[src/rtl/k11_pkg.sv]
// k11_pkg: shared widths, writeback requester indices and the cyclic-distance helper
package k11_pkg;
  localparam int XLEN = 32;
  localparam int REG_W = 5;
  localparam int REQ_LSU = 0;
  localparam int REQ_MDU = 1;
  localparam int REQ_ALU = 2;
  function automatic int cyc_dist(input int k, input int p, input int n);
    return (k - p + n) % n;
  endfunction
endpackage

[src/rtl/rr_pick.sv]
// rr_pick: cyclic priority pick of the first valid requester at or after ptr_i
//   valid_i : request vector
//   ptr_i   : highest-priority index (0 gives fixed lowest-index priority)
//   grant_o : one-hot grant, idx_o : granted index, any_o : some request valid
module rr_pick
  import k11_pkg::*;
#(
  parameter int NREQ = 3
) (
  input  logic [NREQ-1:0] valid_i,
  input  logic [2:0]      ptr_i,
  output logic [NREQ-1:0] grant_o,
  output logic [2:0]      idx_o,
  output logic            any_o
);
  int best;
  always_comb begin
    best = NREQ;
    idx_o = '0;
    any_o = 1'b0;
    grant_o = '0;
    for (int k = 0; k < NREQ; k++)
      if (valid_i[k] && cyc_dist(k, int'(ptr_i), NREQ) < best) begin
        best = cyc_dist(k, int'(ptr_i), NREQ);
        idx_o = k[2:0];
        any_o = 1'b1;
      end
    for (int k = 0; k < NREQ; k++) grant_o[k] = any_o && idx_o == k[2:0];
  end
endmodule

[src/rtl/wb_arbiter.sv]
// wb_arbiter: arbitrates NREQ writeback requesters onto one register-file write port
//   req_valid_i/req_rd_i/req_data_i : per-requester writeback (slice i = requester i)
//   req_ready_o : one-hot combinational grant (accept = valid & ready)
//   wb_o/wb_r_o/result_o/wb_src_o : registered write port, one cycle after acceptance
//   WB_ARB_RR_EN defined: round-robin; undefined: fixed priority, lowest index wins
module wb_arbiter #(
  parameter int NREQ = 3,
  parameter int XLEN = k11_pkg::XLEN,
  parameter int REG_W = k11_pkg::REG_W
) (
  input  logic                  clk,
  input  logic                  rst,
  input  logic [NREQ-1:0]       req_valid_i,
  input  logic [NREQ*REG_W-1:0] req_rd_i,
  input  logic [NREQ*XLEN-1:0]  req_data_i,
  output logic [NREQ-1:0]       req_ready_o,
  output logic                  wb_o,
  output logic [REG_W-1:0]      wb_r_o,
  output logic [XLEN-1:0]       result_o,
  output logic [2:0]            wb_src_o
);
  logic [NREQ-1:0] grant;
  logic [2:0] idx, ptr;
  logic any, acc;
  logic [REG_W-1:0] sel_rd;
  logic [XLEN-1:0] sel_data;
  logic wb_q;
  logic [REG_W-1:0] rd_q;
  logic [XLEN-1:0] data_q;
  logic [2:0] src_q;
`ifdef WB_ARB_RR_EN
  logic [2:0] ptr_q, ptr_d;
  assign ptr = ptr_q;
  assign ptr_d = acc ? (idx == 3'(NREQ - 1) ? 3'd0 : idx + 3'd1) : ptr_q;
  always_ff @(posedge clk)
    if (!rst) ptr_q <= '0;
    else ptr_q <= ptr_d;
`else
  assign ptr = 3'd0;
`endif
  rr_pick #(.NREQ(NREQ)) u_pick (
    .valid_i(req_valid_i),
    .ptr_i  (ptr),
    .grant_o(grant),
    .idx_o  (idx),
    .any_o  (any)
  );
  // Nothing is granted while held in reset, so pending requests survive it.
  assign req_ready_o = rst ? grant : '0;
  assign acc = rst && any;
  always_comb begin
    sel_rd = '0;
    sel_data = '0;
    for (int k = 0; k < NREQ; k++)
      if (idx == k[2:0]) begin
        sel_rd = req_rd_i[k*REG_W +: REG_W];
        sel_data = req_data_i[k*XLEN +: XLEN];
      end
  end
  always_ff @(posedge clk)
    if (!rst) begin
      wb_q <= 1'b0;
      rd_q <= '0;
      data_q <= '0;
      src_q <= '0;
    end else begin
      wb_q <= acc;
      if (acc) begin
        rd_q <= sel_rd;
        data_q <= sel_data;
        src_q <= idx;
      end
    end
  assign wb_o = wb_q;
  assign wb_r_o = rd_q;
  assign result_o = data_q;
  assign wb_src_o = src_q;
endmodule
[config.mk]
export PLATFORM = sky130hd
export DESIGN_NAME = wb_arbiter
export DESIGN_NICKNAME = d
export VERILOG_FILES = /design/src/rtl/k11_pkg.sv /design/src/rtl/rr_pick.sv /design/src/rtl/wb_arbiter.sv
export SDC_FILE = /design/constraint.sdc
export NUM_CORES = 1
export LEC_CHECK = 0
export ABC_AREA = 1
export CORE_MARGIN = 3
export CORE_UTILIZATION = 34
export CTS_CLUSTER_SIZE = 14
export DETAILED_ROUTE_END_ITERATION = 10
export PLACE_DENSITY = 0.87
export SLEW_MARGIN = 20
export SYNTH_ARGS = -nofsm -noshare
export SYNTH_HDL_FRONTEND = slang
export SYNTH_SLANG_ARGS = --single-unit
[constraint.sdc]
create_clock -name clk -period 1.4 [get_ports clk]
set_input_delay 0.28 -clock clk [delete_from_list [all_inputs] [get_ports clk]]
set_output_delay 0.28 -clock clk [all_outputs]
set_load 0.1 [all_outputs]
# Word-level counts from Yosys, hierarchy flattened
# Cells that the tools add are included.
dict set report totals {
  regBits 41
  input_bits 116
  out_inout_bits 44
  wordCells 29
}
dict set report op_classes {
  order_cmp 2
  n_eq_ne 2
  n_mux 14
  n_reduce_logical 7
}
# operator count
set ops {}
lappend ops {{32-bit two-way mux} 3}
lappend ops {{5-bit two-way mux} 3}
lappend ops {{1-bit logical AND} 6}
lappend ops {{2-bit two-way mux} 3}
lappend ops {{1-bit two-way mux} 4}
lappend ops {{3-bit zero test} 1}
lappend ops {{3-bit two-way mux} 1}
lappend ops {{2-bit by 1-bit == test with 1-bit output (second input constant)} 1}
lappend ops {{2-bit == test (second input constant)} 1}
lappend ops {{1-bit by 2-bit less-than comparator with 1-bit output (first input constant)} 1}
lappend ops {{2-bit less-than comparator (first input constant)} 1}

# Longest topological paths before layout
# Gate-level depths: netlist (run 1).
dict set report logic_depth {
  depth_word 11
  depth_mapped 8
  depth_no_buf 7
}

# Hierarchy
# From an unflattened synthesis (run 1), not the netlist that was laid out.
dict set report unflattened {
  cells_unflattened 1171
  area_unflattened_um2 7084.3
}
# module n_inst cells_each area_per_inst_um2 seq_area_each_um2
set modules_own_cells {}
lappend modules_own_cells {rr_pick 1 699 4194.0 0.0}
lappend modules_own_cells {wb_arbiter 1 472 2890.3 820.8}

# Worst setup path before layout (run 1)
# No wires, ideal clock.
dict set report synth_path {
  path_type {input to output}
  from {in req_valid_i[1]}
  to {out req_ready_o[2]}
  arrival_ns 2.052
  required_ns 1.120
  setup_slack_ns -0.932
  stages 5
  n_path_buf 2
  cell_sequence {nor2_1 -> nand2_1 -> buf_4 -> buf_6 -> nor2_1}
}
dict set report synth_via {
  elab_chain_cells 8
  word_cells_on_any_way 11
  cone_classes {order compare (1); eq/ne (1); mux (6); reduce/logical (3)}
}
# item line
set synth_rtl {}
lappend synth_rtl {{start: declaration} wb_arbiter.sv:13} ;# input logic [NREQ-1:0] req_valid_i,
lappend synth_rtl {{1-bit logical AND (*)} rr_pick.sv:23} ;# if (valid_i[k] && cyc_dist(k, int'(ptr_i), NREQ) < best) begin
lappend synth_rtl {{2-bit two-way mux} rr_pick.sv:23}
lappend synth_rtl {{2-bit less-than comparator} rr_pick.sv:23}
lappend synth_rtl {{1-bit logical AND} rr_pick.sv:23}
lappend synth_rtl {{2-bit two-way mux} rr_pick.sv:23}
lappend synth_rtl {{2-bit == test} rr_pick.sv:28} ;# for (int k = 0; k < NREQ; k++) grant_o[k] = any_o && idx_o == k[2:0];
lappend synth_rtl {{1-bit logical AND (*)} rr_pick.sv:28}
lappend synth_rtl {{3-bit two-way mux (*)} wb_arbiter.sv:49} ;# assign req_ready_o = rst ? grant : '0;
lappend synth_rtl {{end: declaration} wb_arbiter.sv:16} ;# output logic [NREQ-1:0] req_ready_o,
# Mark *: on every way between the ends. The rest lies on a longest branch, timed or not.

# Worst setup path in the final report (run 1)
dict set report layout_path {
  from {in req_valid_i[1]}
  to {out req_ready_o[1]}
}
dict set report layout_via {
  elab_chain_cells 8
  word_cells_on_any_way 11
  cone_classes {order compare (1); eq/ne (1); mux (6); reduce/logical (3)}
}
# item line
set layout_rtl {}
lappend layout_rtl {{1-bit logical AND (*)} rr_pick.sv:23}
lappend layout_rtl {{2-bit two-way mux} rr_pick.sv:23}
lappend layout_rtl {{2-bit less-than comparator} rr_pick.sv:23}
lappend layout_rtl {{1-bit logical AND} rr_pick.sv:23}
lappend layout_rtl {{2-bit two-way mux} rr_pick.sv:23}
lappend layout_rtl {{2-bit by 1-bit == test with 1-bit output} rr_pick.sv:28}
lappend layout_rtl {{1-bit logical AND (*)} rr_pick.sv:28}
lappend layout_rtl {{3-bit two-way mux (*)} wb_arbiter.sv:49}
# Marks and branches as above.

==> results of run 1 <==
==> stage by stage <==
stage               utilization (%)  cells
floorplan                         -    327
global placement               72.1    555
detailed placement             72.1    555
CTS                            73.8    564
global route                   73.8    564
finish                         73.8    564
==> sequential cells by signal, indices dropped and copies added (netlist names) <==
| name | flops |
|---|---|
| wb_r_o | 5 |
| wb_o | 1 |
| wb_src_o | 2 |
| result_o | 32 |
==> worst max-delay path: stages <==
cell and delay, ns:
dlygate4sd2_1 0.27, buf_4 0.14, nand2_4 0.07, nor2_4 0.13, buf_12 0.19
==> cell families (layout without fill, tap and decap cells) <==
kind of cell / after synthesis / count (layout) / synth area share, %
simple gates: 216 / 216 / 39.6
other cells: 1 / 1 / 0.173
buf+inv: 31 / 193 / 8.87
flops: 40 / 40 / 36.9
compound gates: 39 / 39 / 14.5
==> power by group through the flow <==
stage | Combinational, mW | Sequential [mW] | Clock, mW
2_1_floorplan | 0.357 | 1.95 | 0
3_3_place_gp | 1.81 | 1.35 | 0
3_5_place_dp | 1.84 | 1.35 | 0
4_1_cts | 1.84 | 1.33 | 0.818
5_1_grt | 1.91 | 1.34 | 0.873
6_report | 1.83 | 1.32 | 0.787
==> final cells by class <==
class / count / area share, %
Inverter: 6 / 0.560
Multi-Input combinational cell: 256 / 27.2
Timing Repair Buffer: 179 / 50.2
Tap cell: 75 / 2.10
Clock inverter: 2 / 0.224
Clock buffer: 6 / 1.85
Sequential cell: 40 / 17.9
==> placed cells by master, fill, tap and decap left out <==
cell,n
o211ai_2,11
nand2_4,2
nor2_1,20
inv_1,2
buf_4,15
o211ai_1,15
clkinv_2,2
dlygate4sd2_1,3
a21oi_1,10
inv_2,3
nand3_1,37
conb_1,1
buf_12,49
nor2_4,3
inv_4,1
dfxtp_1,40
nand2_1,153
nor2_2,1
o21ai_0,3
clkdlybuf4s50_1,111
clkdlybuf4s15_2,1
clkbuf_8,6
==> cell usage after synthesis <==
library cell	n
conb_1	1
nand2_2	1
o21ai_0	3
buf_2	10
o211ai_2	11
nand3_1	37
dfxtp_1	40
a21oi_1	10
clkbuf_1	3
inv_1	4
o211ai_1	15
nand2_1	154
inv_2	2
buf_4	7
nor2_1	24
buf_6	5
==> metal layers <==
layer | vias to the layer above | track usage [%] | share of wire (%)
li1 | 1379 | - | -
met1 | 1195 | 21.2 | 38
met2 | 116 | 39.5 | 51
met3 | 11 | 6.05 | 9.1
met4 | 0 | 6.47 | 1.8
met5 | - | 0 | 0
==> how the worst min path moves through the flow <==
stage                              start            to  depth (start not counted)
after floorplan           req_data_i[68]   result_o[4]                          2
after CTS                      wb_r_o[2]     wb_r_o[2]                          2
after global placement      result_o[14]  result_o[14]                          2
after detailed placement       wb_r_o[2]     wb_r_o[2]                          2
final                       result_o[16]  result_o[16]                          2
after global routing         result_o[4]   result_o[4]                          2
==> what timing repair did <==
| item | 4_1_cts | 5_1_grt |
|---|---|---|
| pin swaps | 2 | 1 |
| buffers inserted | 1 | 0 |
| gates resized for setup | 8 | 0 |
| setup endpoints to repair | 38 | 1 |
==> metrics.txt, run 1 <==
status complete, no violations; Pwr Density 882 mW/mm^2; Tot GR Track Use between 20% and 30%; drt via density 4.79; FF-to-FF Start result_o[30]; Core Rows 28; Slew Viols, Final 0; Req. time, crit path 1.12 ns; Worst setup EP type primary output; Hold WC Path Type reg -> reg; register area share after synthesis 36.9%; die area about 0.0074 sq mm; overall power between 3 and 4 mW; post-synth cell types 16; Overflow after GRT 0; post-synth top area share 36.9%; core area between 0.006 and 0.007 sq mm; Final WS setup 0.0324 ns; FF/Latch Area between 800 and 900 sq um; Initial DRT Pass Iterations 4; DRC violations left 0; Tmin final approximately 1.4 ns; initial core utilization between 30 and 40%; Comb pwr share 46.4%; post-route cell area ~0.0045 sq mm; Vias 2701; Leak around 2 nW; DRT Wirelength 7810 um; Reg2Reg Setup Slack just over 0.7 ns; switching pwr 1.52 mW; clock-pin slew on the worst setup and hold paths ~0.070 ns; clock sinks 40; WP data arrival roughly 1.1 ns; PortBufs about 160; Clock Latency Late Sink roughly 0.28 ns; area leader, netlist dfxtp_1; NumNets Final between 600 and 700; clk root buf clkbuf_8; Max VDD drop 0.486 mV; Tcrit/Tclk final 97.7%; worst setup path start req_valid_i[1]; chip width 85.9 um; Internal Pwr Total 2.42 mW; Area growth, synth to finish 106%; Setup WS pre-CTS -0.401 ns; Reg-to-Reg End result_o[30]; vias in the first global route roughly 2.7k; first-pass GRT wire length about 12000 um; footprint of the multi-input gates between 0.001 and 0.0015 sq mm; Initial DRC Count 64; CTS buffer count 5; worst-case reg-to-reg path depth 2; RSZ-0062 raised after global routing no; share of layout cells above drive strength 1 19.2%; Clock Path Buffers 2; Clock Skews 0 ns; Setup TNS 0 ns; top cells by area, synth dfxtp_1 37%, nand2_1 27%, nand3_1 8.5%; cells after synthesis roughly 330; I/O pin total 160; placed inst area approximately 0.0044 sq mm; Min Hold Slack approximately 0.49 ns; Die H between 80 and 90 um; crit start category primary input; cts hold-fix bufs 0; Fin. Hold Viols 0; Post-Synthesis Net Count between 400 and 500; antenna-violating nets left 0; CTS tree yes; CP Max Fanout 6; Setup Viol. Count Final 0; WS Path Type in -> out; H-tree depth 2; synthesized flop and latch total 40; f_max approximately 0.73 GHz; Mean Syn Cell Area ~6.6 sq um; Sw Ratio 38.6%; Clk pwr share approximately a fifth; Seq pwr share approximately 34%; Placer Congestion slightly above 0.8; Synthesis Warnings 0; total of max-cap violations 0; routed len/inst 13.8 um; Antenna diodes 0; Critical Path Sink req_ready_o[1]; initial antenna violation count 0; Fillers 441; largest net degree at the start of global routing 49; HPWL Detailed between 6000 and 7000 um; Post-Syn Area ~0.0022 sq mm
No activity file was read; power rests on OpenSTA's default activity.
==> run 2: changes to the inputs <==
--- a/config.mk
+++ b/config.mk
@@ -11,7 +11,7 @@
 export CTS_CLUSTER_SIZE = 14
 export DETAILED_ROUTE_END_ITERATION = 10
 export PLACE_DENSITY = 0.87
-export SLEW_MARGIN = 20
+export SLEW_MARGIN = 10
 export SYNTH_ARGS = -nofsm -noshare
 export SYNTH_HDL_FRONTEND = slang
 export SYNTH_SLANG_ARGS = --single-unit
==> results of run 2 <==
The final DEF is identical to that of run 1; final timing and power are the same.
==> run 3: changes to the inputs <==
--- a/config.mk
+++ b/config.mk
@@ -10,7 +10,9 @@
 export CORE_UTILIZATION = 34
 export CTS_CLUSTER_SIZE = 14
 export DETAILED_ROUTE_END_ITERATION = 10
+export GPL_ROUTABILITY_DRIVEN = 0
 export PLACE_DENSITY = 0.87
+export SKIP_LAST_GASP = 1
 export SLEW_MARGIN = 10
 export SYNTH_ARGS = -nofsm -noshare
 export SYNTH_HDL_FRONTEND = slang
==> run 3 against run 2 <==
  * Cell area is 0.14% lower
  * Core utilization is 0.10 points lower
  * Register-to-register slack hardly changed
  * First-iteration DRC count is 4.7% lower
  * Count of clock-buffer cells in the layout stayed put
  * Highest routed layer unchanged
==> metrics.txt, run 3 (synthesis results as in run 1) <==
status complete, no violations (unchanged); I/O pin total 160 (unchanged); RSZ-0062 raised after global routing yes (was no); hold path depth 2 (unchanged); Reg2Reg Setup Slack 0.72 ns (about the same); worst-case reg-to-reg path depth 2 (unchanged); core area 0.00606 sq mm (unchanged); f_max 0.719 GHz (was 0.731 GHz); Fillers 443 (was 441); Fin. Hold Viols 0 (unchanged); Worst setup EP type primary output (unchanged); DRT Wirelength 7790 um (was 7810 um); most frequent cells in the layout 153 x nand2_1, 111 x clkdlybuf4s50_1, 49 x buf_12 (unchanged); Worst Hold Path EP result_o[16] (unchanged); first-pass GRT wire length 12200 um (about the same); Reg-to-Reg End result_o[30] (unchanged); hold_sp result_o[16] (unchanged); Tcrit/Tclk final 99.3% (was 97.7%); initial antenna violation count 0 (unchanged); CTS buffer count 5 (unchanged); Vias 2705 (was 2701); Largest register FFs 32 (unchanged); WP data arrival 1.11 ns (was 1.09 ns); Req. time, crit path 1.12 ns (about the same); Area growth, synth to finish 106% (about the same); H-tree depth 2 (unchanged); initial core utilization 35.8% (unchanged); commonest non-fill, non-tap cell in the layout nand2_1 (unchanged); chip width 85.9 um (unchanged); Tot GR Track Use 20.6% (unchanged); Max VDD drop 0.486 mV (about the same); Setup TNS 0 ns (unchanged); vias in the first global route 2649 (was 2651); FF-to-FF Start result_o[30] (unchanged); DRC violations left 0 (unchanged); WS Path Type in -> out (unchanged); Core Rows 28 (unchanged); Pwr Density 882 mW/mm^2 (about the same); clk root buf clkbuf_8 (unchanged); routed len/inst 13.8 um (about the same); Clock Latency Late Sink 0.28 ns (about the same); share of layout cells above drive strength 1 19.2% (unchanged); Antenna diodes 0 (unchanged); Overflow after GRT 0 (unchanged); Clock Path Buffers 2 (unchanged); overall power 3.94 mW (about the same); Hold WC Path Type reg -> reg (unchanged); Initial DRT Pass Iterations 4 (unchanged); Slew Viols, Final 0 (unchanged); PortBufs 158 (unchanged); HPWL Detailed 6230 um (unchanged); Setup Viol. Count Final 0 (unchanged); Initial DRC Count 61 (was 64); crit start category primary input (unchanged); CP Max Fanout 6 (unchanged); Die H 85.9 um (unchanged); clock sinks 40 (unchanged); Leak 2.00 nW (about the same); total of max-cap violations 0 (unchanged); largest net degree at the start of global routing 49 (unchanged); Min Hold Slack 0.490 ns (about the same); antenna-violating nets left 0 (unchanged); cts hold-fix bufs 0 (unchanged); clock-pin slew on the worst setup and hold paths 0.07 ns (about the same); Tmin final 1.39 ns (was 1.37 ns); Clock Skews 0 ns (unchanged); CTS tree yes (unchanged); NumNets Final 604 (unchanged); post-layout util 73.7% (was 73.8%); drt via density 4.80 (was 4.79); die area 0.00738 sq mm (unchanged)
## run 3: cell count changes in the layout (fill, tap and decap cells not counted), sizes merged
cell,change
clkbuf,+1
clkdlybuf4s15,-1
## run 3: worst max path at each step
stage | from | to | slack [ns] | cells after the start
floorplan | req_valid_i[1] | req_ready_o[2] | -0.08 | 5
global placement | req_valid_i[0] | result_o[21] | -0.29 | 9
detailed placement | req_valid_i[0] | wb_r_o[2] | -0.40 | 10
CTS | req_valid_i[0] | req_ready_o[1] | -0.04 | 6
global route | req_valid_i[1] | req_ready_o[1] | -0.02 | 5
finish | req_valid_i[1] | req_ready_o[1] | 0.009 | 5
## run 3: cell type report
| cell class | count | area, sq um | area share (%) |
|---|---|---|---|
| clock buffers | 6 | 82.6 | 1.85 |
| clock inverters | 2 | 10.0 | 0.224 |
| inverters | 6 | 25.0 | 0.561 |
| multi-input cells | 256 | 1220 | 27.2 |
| flip-flops and latches | 40 | 801 | 17.9 |
| well taps | 75 | 93.8 | 2.10 |
| repair buffers | 179 | 2240 | 50.1 |
## run 3: what timing repair did
item / in CTS / in global routing
buffers inserted: 1 / 0
gates cloned: 0 / 0
resized for setup: 6 / 2
setup endpoints to repair: 38 / 2
pin swaps: 2 / 2
hold endpoints to repair: 0 / 0
## run 3: layer usage
| layer | track usage [%] | wire (um) | share of wire [%] |
|---|---|---|---|
| met2 | 39.5 | 4030 | 52 |
| met1 | 21.2 | 2960 | 38 |
| met5 | 0 | 0 | 0 |
| met3 | 6.05 | 674 | 8.7 |
| met4 | 6.47 | 133 | 1.7 |
## run 3: stage by stage
step	cells	worst slack, ns	cell area (sq um)
after floorplan	327	-0.0820	2220
after global placement	555	-0.293	4370
after detailed placement	555	-0.401	4370
after CTS	564	-0.0417	4470
after global routing	564	-0.0190	4460
final	564	0.00912	4460
## run 3: power by group
part	total [mW]	leakage (nW)	switching (mW)	internal [mW]
Clock	0.786	0.0510	0.393	0.393
Combinational	1.83	1.62	1.03	0.797
Sequential	1.32	0.332	0.0949	1.23
## run 3: critical path: stages
cell,delay (ns)
dlygate4sd2_1,0.27
buf_4,0.14
nand2_4,0.07
nor2_4,0.16
buf_12,0.19
